### src/rtl/qreg_pkg.sv
// rtl/qreg_pkg.sv - shared Q-register select encodings and field positions
package qreg_pkg;

  typedef enum logic [1:0] {
    QS_HOLD = 2'b00,
    QS_SHL  = 2'b01,
    QS_SHR  = 2'b10,
    QS_LOAD = 2'b11
  } qsel_t;

  localparam int QSEL_LSB = 0;
  localparam int QSEL_MSB = 1;

  localparam logic DIR_LEFT  = 1'b0;
  localparam logic DIR_RIGHT = 1'b1;

endpackage

### src/rtl/qreg_stepcnt.sv
// rtl/qreg_stepcnt.sv - saturating same-direction shift step counter
module qreg_stepcnt
  import qreg_pkg::*;
#(
  parameter int WIDTH = 32,
  localparam int CNT_W = $clog2(WIDTH + 1)
) (
  input  logic             clk,
  input  logic             reset,
  input  logic             upd,
  input  logic [1:0]       qs,
  input  logic             step_clr,
  output logic [CNT_W-1:0] step_cnt,
  output logic             step_done
);

  localparam logic [CNT_W-1:0] CNT_MAX = CNT_W'(WIDTH);

  qsel_t sel;
  logic  dir;
  logic  last_dir;
  logic  cont;

  assign sel  = qsel_t'(qs);
  assign dir  = (sel == QS_SHR) ? DIR_RIGHT : DIR_LEFT;
  // A clear on the same edge as a shift restarts the run, so it never continues
  assign cont = !step_clr && (dir == last_dir) && (step_cnt != '0);

  always_ff @(posedge clk or posedge reset) begin
    if (reset) begin
      step_cnt <= '0;
      last_dir <= DIR_LEFT;
    end else if (upd) begin
      if (sel == QS_LOAD) begin
        step_cnt <= '0;
      end else if (cont) begin
        if (step_cnt != CNT_MAX)
          step_cnt <= step_cnt + 1'b1;
      end else begin
        step_cnt <= CNT_W'(1);
        last_dir <= dir;
      end
    end else if (step_clr) begin
      step_cnt <= '0;
    end
  end

  assign step_done = (step_cnt == CNT_MAX);

endmodule

### src/rtl/qreg_unit.sv
// rtl/qreg_unit.sv - Q register, shift/load select decode and source-bus drive
// Optional registered even parity of q via QREG_PARITY_EN.
module qreg_unit
  import qreg_pkg::*;
#(
  parameter int WIDTH = 32,
  parameter int IR_W  = 49,
  localparam int CNT_W = $clog2(WIDTH + 1)
) (
  input  logic             clk,
  input  logic             reset,
  input  logic             state_alu,
  input  logic             state_write,
  input  logic             state_mmu,
  input  logic             state_fetch,
  input  logic [IR_W-1:0]  ir,
  input  logic             iralu,
  input  logic             srcq,
  input  logic [WIDTH-1:0] alu,
  input  logic             step_clr,
  output logic             qs0,
  output logic             qs1,
  output logic             qdrive,
  output logic [WIDTH-1:0] q,
  output logic [WIDTH-1:0] q_bus,
  output logic [CNT_W-1:0] step_cnt,
  output logic             step_done
`ifdef QREG_PARITY_EN
  ,
  output logic             q_parity
`endif
);

  qsel_t            qs;
  logic             upd;
  logic [WIDTH-1:0] q_next;
  logic             unused_ir;

  assign unused_ir = ^ir[IR_W-1:QSEL_MSB+1];

  assign qs0 = ir[QSEL_LSB] & iralu;
  assign qs1 = ir[QSEL_MSB] & iralu;
  assign qs  = qsel_t'({qs1, qs0});
  assign upd = state_write & iralu & (qs != QS_HOLD);

  // Left shift feeds the inverted ALU sign in as the next quotient bit
  always_comb begin
    q_next = q;
    case (qs)
      QS_SHL:  q_next = {q[WIDTH-2:0], ~alu[WIDTH-1]};
      QS_SHR:  q_next = {alu[0], q[WIDTH-1:1]};
      QS_LOAD: q_next = alu;
      default: q_next = q;
    endcase
  end

  always_ff @(posedge clk or posedge reset) begin
    if (reset)
      q <= '0;
    else if (upd)
      q <= q_next;
  end

`ifdef QREG_PARITY_EN
  always_ff @(posedge clk or posedge reset) begin
    if (reset)
      q_parity <= 1'b0;
    else if (upd)
      q_parity <= ^q_next;
  end
`endif

  assign qdrive = srcq & (state_alu | state_write | state_mmu | state_fetch);
  assign q_bus  = qdrive ? q : '0;

  qreg_stepcnt #(.WIDTH(WIDTH)) u_stepcnt (
    .clk       (clk),
    .reset     (reset),
    .upd       (upd),
    .qs        (qs),
    .step_clr  (step_clr),
    .step_cnt  (step_cnt),
    .step_done (step_done)
  );

endmodule

### config.mk
export PLATFORM = sky130hd
export DESIGN_NAME = qreg_unit
export DESIGN_NICKNAME = d
export VERILOG_FILES = /design/src/rtl/qreg_pkg.sv /design/src/rtl/qreg_stepcnt.sv /design/src/rtl/qreg_unit.sv
export SDC_FILE = /design/constraint.sdc
export NUM_CORES = 1
export LEC_CHECK = 0
export BUFFER_PORTS_ARGS = -buffer_cell sky130_fd_sc_hd__buf_4
export CAP_MARGIN = 40
export CORE_MARGIN = 2
export CORE_UTILIZATION = 40
export CTS_BUF_LIST = sky130_fd_sc_hd__clkbuf_4
export DETAILED_ROUTE_END_ITERATION = 12
export GPL_TIMING_DRIVEN = 0
export PLACE_DENSITY = 0.76
export SYNTH_ARGS = -nofsm -noshare
export SYNTH_HDL_FRONTEND = slang
export SYNTH_SLANG_ARGS = --single-unit
### constraint.sdc
create_clock -name clk -period 2.9 [get_ports clk]
set_input_delay 0.29 -clock clk [delete_from_list [all_inputs] [get_ports clk]]
set_output_delay 0.29 -clock clk [all_outputs]
set_load 0.02 [all_outputs]
==> out/metrics.cfg <==
[outcome]
outcome = finished, final reports clean

[worst_setup_path]
end_kind = output pin
crit_arrival_ns = 1.89
worst-setup-path-type = reg2out
r2r_end = u_stepcnt.step_cnt[0]
worst_r2r_startpoint = u_stepcnt.step_cnt[0]
required_ns = 2.61
startpoint_type = flop
r2r_setup_slack_ns = 0.97
worstSetupEndpoint = step_done
crit_path_max_fanout = 5
r2r_cells = 6
cp-startpoint = u_stepcnt.step_cnt[0]

[global_route]
first_global_vias = 2465
grt_start_max_net_pins = 39
grt_pass1_wl_um = 12130
track_usage_pct = 20.41
grt_antenna_before_repair = 0
grt-ovfl-total = 0

[place]
gp_congestion = 0.7274
port_buffers = 116
place_hpwl_um = 5448

[clocking]
clk_pin_slew_ns = 0.12
cts_root_buf = clkbuf_4
holdBufCountCts = 1
cts_htree_levels = 2
postCtsSetupBuffers = 0
clock_latency_ns = 0.35
cts_buffer_depth = 2
cts_resized = 0
numClockSinks = 39
tritoncts = yes
cts_buffers = 5

[logic_synthesis]
synth.cell_area_um2 = 2638
synth_cell_types = 34
async_reset_ff_share_pct = 100.0
avgSynthCellArea_um2 = 8.705
yosysSeqAreaShare_pct = 37.00
synth_common_cells = dfrtp_1, nand2_1, and2_1
ys.flop_type = dfrtp_1
ys_seq_elements = 39
synth_largest_area_cell = dfrtp_1
yosysWarnings = 0
synth_top_area_share_pct = 37.00
synth_fp_nets = 395
synth_most_common_cell = dfrtp_1
synth_area_leaders = dfrtp_1, mux2_2, and2_1
netlist_instances = 303
synth_edf_count = 0

[timing]
rsz0062_at_grt = false
timing.slew.headroom_pct = 64.57
finalHoldViolCount = 0
worst_pin_slew_ns = 0.5241
skew_ns = 0.005934
finalCritPeriodShare_pct = 75.29
tns_ns = 0
fin_crit_ns = 2.183
fmax_ghz = 0.4580
setup_viol = 0
drv_slew = 0

[power]
p_leak_nw = 1.790
powerDensity_nw_per_um2 = 432.4
p_total_mw = 1.594
vdd_drop_max_v = 0.0002756

[detailed_routing]
routed_wl_um = 7429
wl_per_cell_um = 14.68
remaining_drc_errors = 0
dr.pass1.iters = 4
vias = 2595
drtAntennaViolNets = 0
drt_iter0_drc = 102
viasPerCell = 5.128

[floorplan]
io-pin-count = 164
row_count = 29
dieHeight_um = 85.20
coreArea_um2 = 6350
initial_core_util_pct = 41.54
dieArea_um2 = 7259
die_w_um = 85.20

[final_layout]
syn_to_final_growth_pct = 39.80
num_antenna_cells = 0
drive_gt1_share_pct = 39.16
fillers = 584
layout.nets = 520

[run]
max-cap-violations = 0

[hold_path]
worstHoldPathType = in2reg

-- how the worst min path moves through the flow --
| stage | startpoint | end | slack, ns | depth (start not counted) |
|---|---|---|---|---|
| CTS | state_write | u_stepcnt.last_dir | 0.24 | 3 |
| global route | state_write | u_stepcnt.last_dir | 0.25 | 3 |
| floorplan | state_write | u_stepcnt.last_dir | 0.48 | 2 |
| detailed placement | reset | q[4] | 0.16 | 2 |
| finish | state_write | u_stepcnt.last_dir | 0.25 | 3 |
| global placement | q[7] | q[7] | 0.53 | 2 |
-- registers in the layout (all words and copies together), names as in the netlist --
register / cells
u_stepcnt.step_cnt: 6
q: 32
u_stepcnt.last_dir: 1
-- layer usage --
metal | vias to the layer above | track usage [%] | part of all wire [%]
met5 | - | 0 | 0
met4 | 0 | 5.195 | 1.7
met3 | 12 | 4.669 | 5.8
met2 | 74 | 32.88 | 48
met1 | 1216 | 27.82 | 44
li1 | 1293 | - | -
-- area by class of cell --
cell class                 instances  area, um^2  area share, %
inverter                           5       18.77         0.5090
clock buffer                       6       45.04          1.222
tap                               77       96.34          2.613
clock inverter                     2       7.507         0.2036
sequential                        39       975.9          26.47
buffer                            22       91.34          2.477
timing repair buffer             118       900.9          24.43
multi-input combinational        237        1551          42.08
-- metrics by stage --
stage               hold WS, ns  util [%]  instances  cell area, um^2  setup slack, ns
detailed placement       0.1569     57.08        497             3625           0.9797
floorplan                0.4824         -        303             2638            1.057
global placement         0.5253     56.77        496             3605            1.009
CTS                      0.2407     58.07        506             3687           0.7077
finish                   0.2491     58.07        506             3687           0.7167
global route             0.2538     58.07        506             3687           0.5524
-- kinds of logic after synthesis --
kind of cell / synth area share, %
buf+inv: 4.174
mux: 14.47
fa+ha+maj: 0.9486
xor+xnor: 0.6643
compound gates: 17.79
simple gates: 24.95
flops: 37.00
-- placed cells by master (no fill, tap or decap), types with 2 or more instances in the layout --
cell type / count
o211ai_1: 2
inv_1: 4
o41a_1: 2
a21oi_1: 34
o21ai_0: 31
o21ai_1: 3
nor2b_1: 33
o31ai_1: 2
and3_1: 2
and2_1: 35
clkbuf_1: 15
ha_1: 2
a22o_1: 2
xnor2_1: 2
buf_2: 7
clkbuf_4: 6
buf_4: 116
nand2_1: 36
dfrtp_1: 39
nand3b_1: 2
clkinv_1: 2
nor2_1: 2
a21o_1: 2
mux2_2: 32
-- power by group --
group / switching [mW] / internal [mW]
logic: 0.317 / 0.299
registers: 0.0810 / 0.609
clock network: 0.188 / 0.0994
total: 0.587 / 1.01
-- worst max-delay path: stages (launching register included) --
cell,delay (ns)
dfrtp_1,0.44
inv_1,0.09
ha_1,0.14
nor4b_1,0.43
nand2_1,0.21
inv_1,0.09
buf_4,0.13
Note: power is estimated with default switching activity, not from simulation.
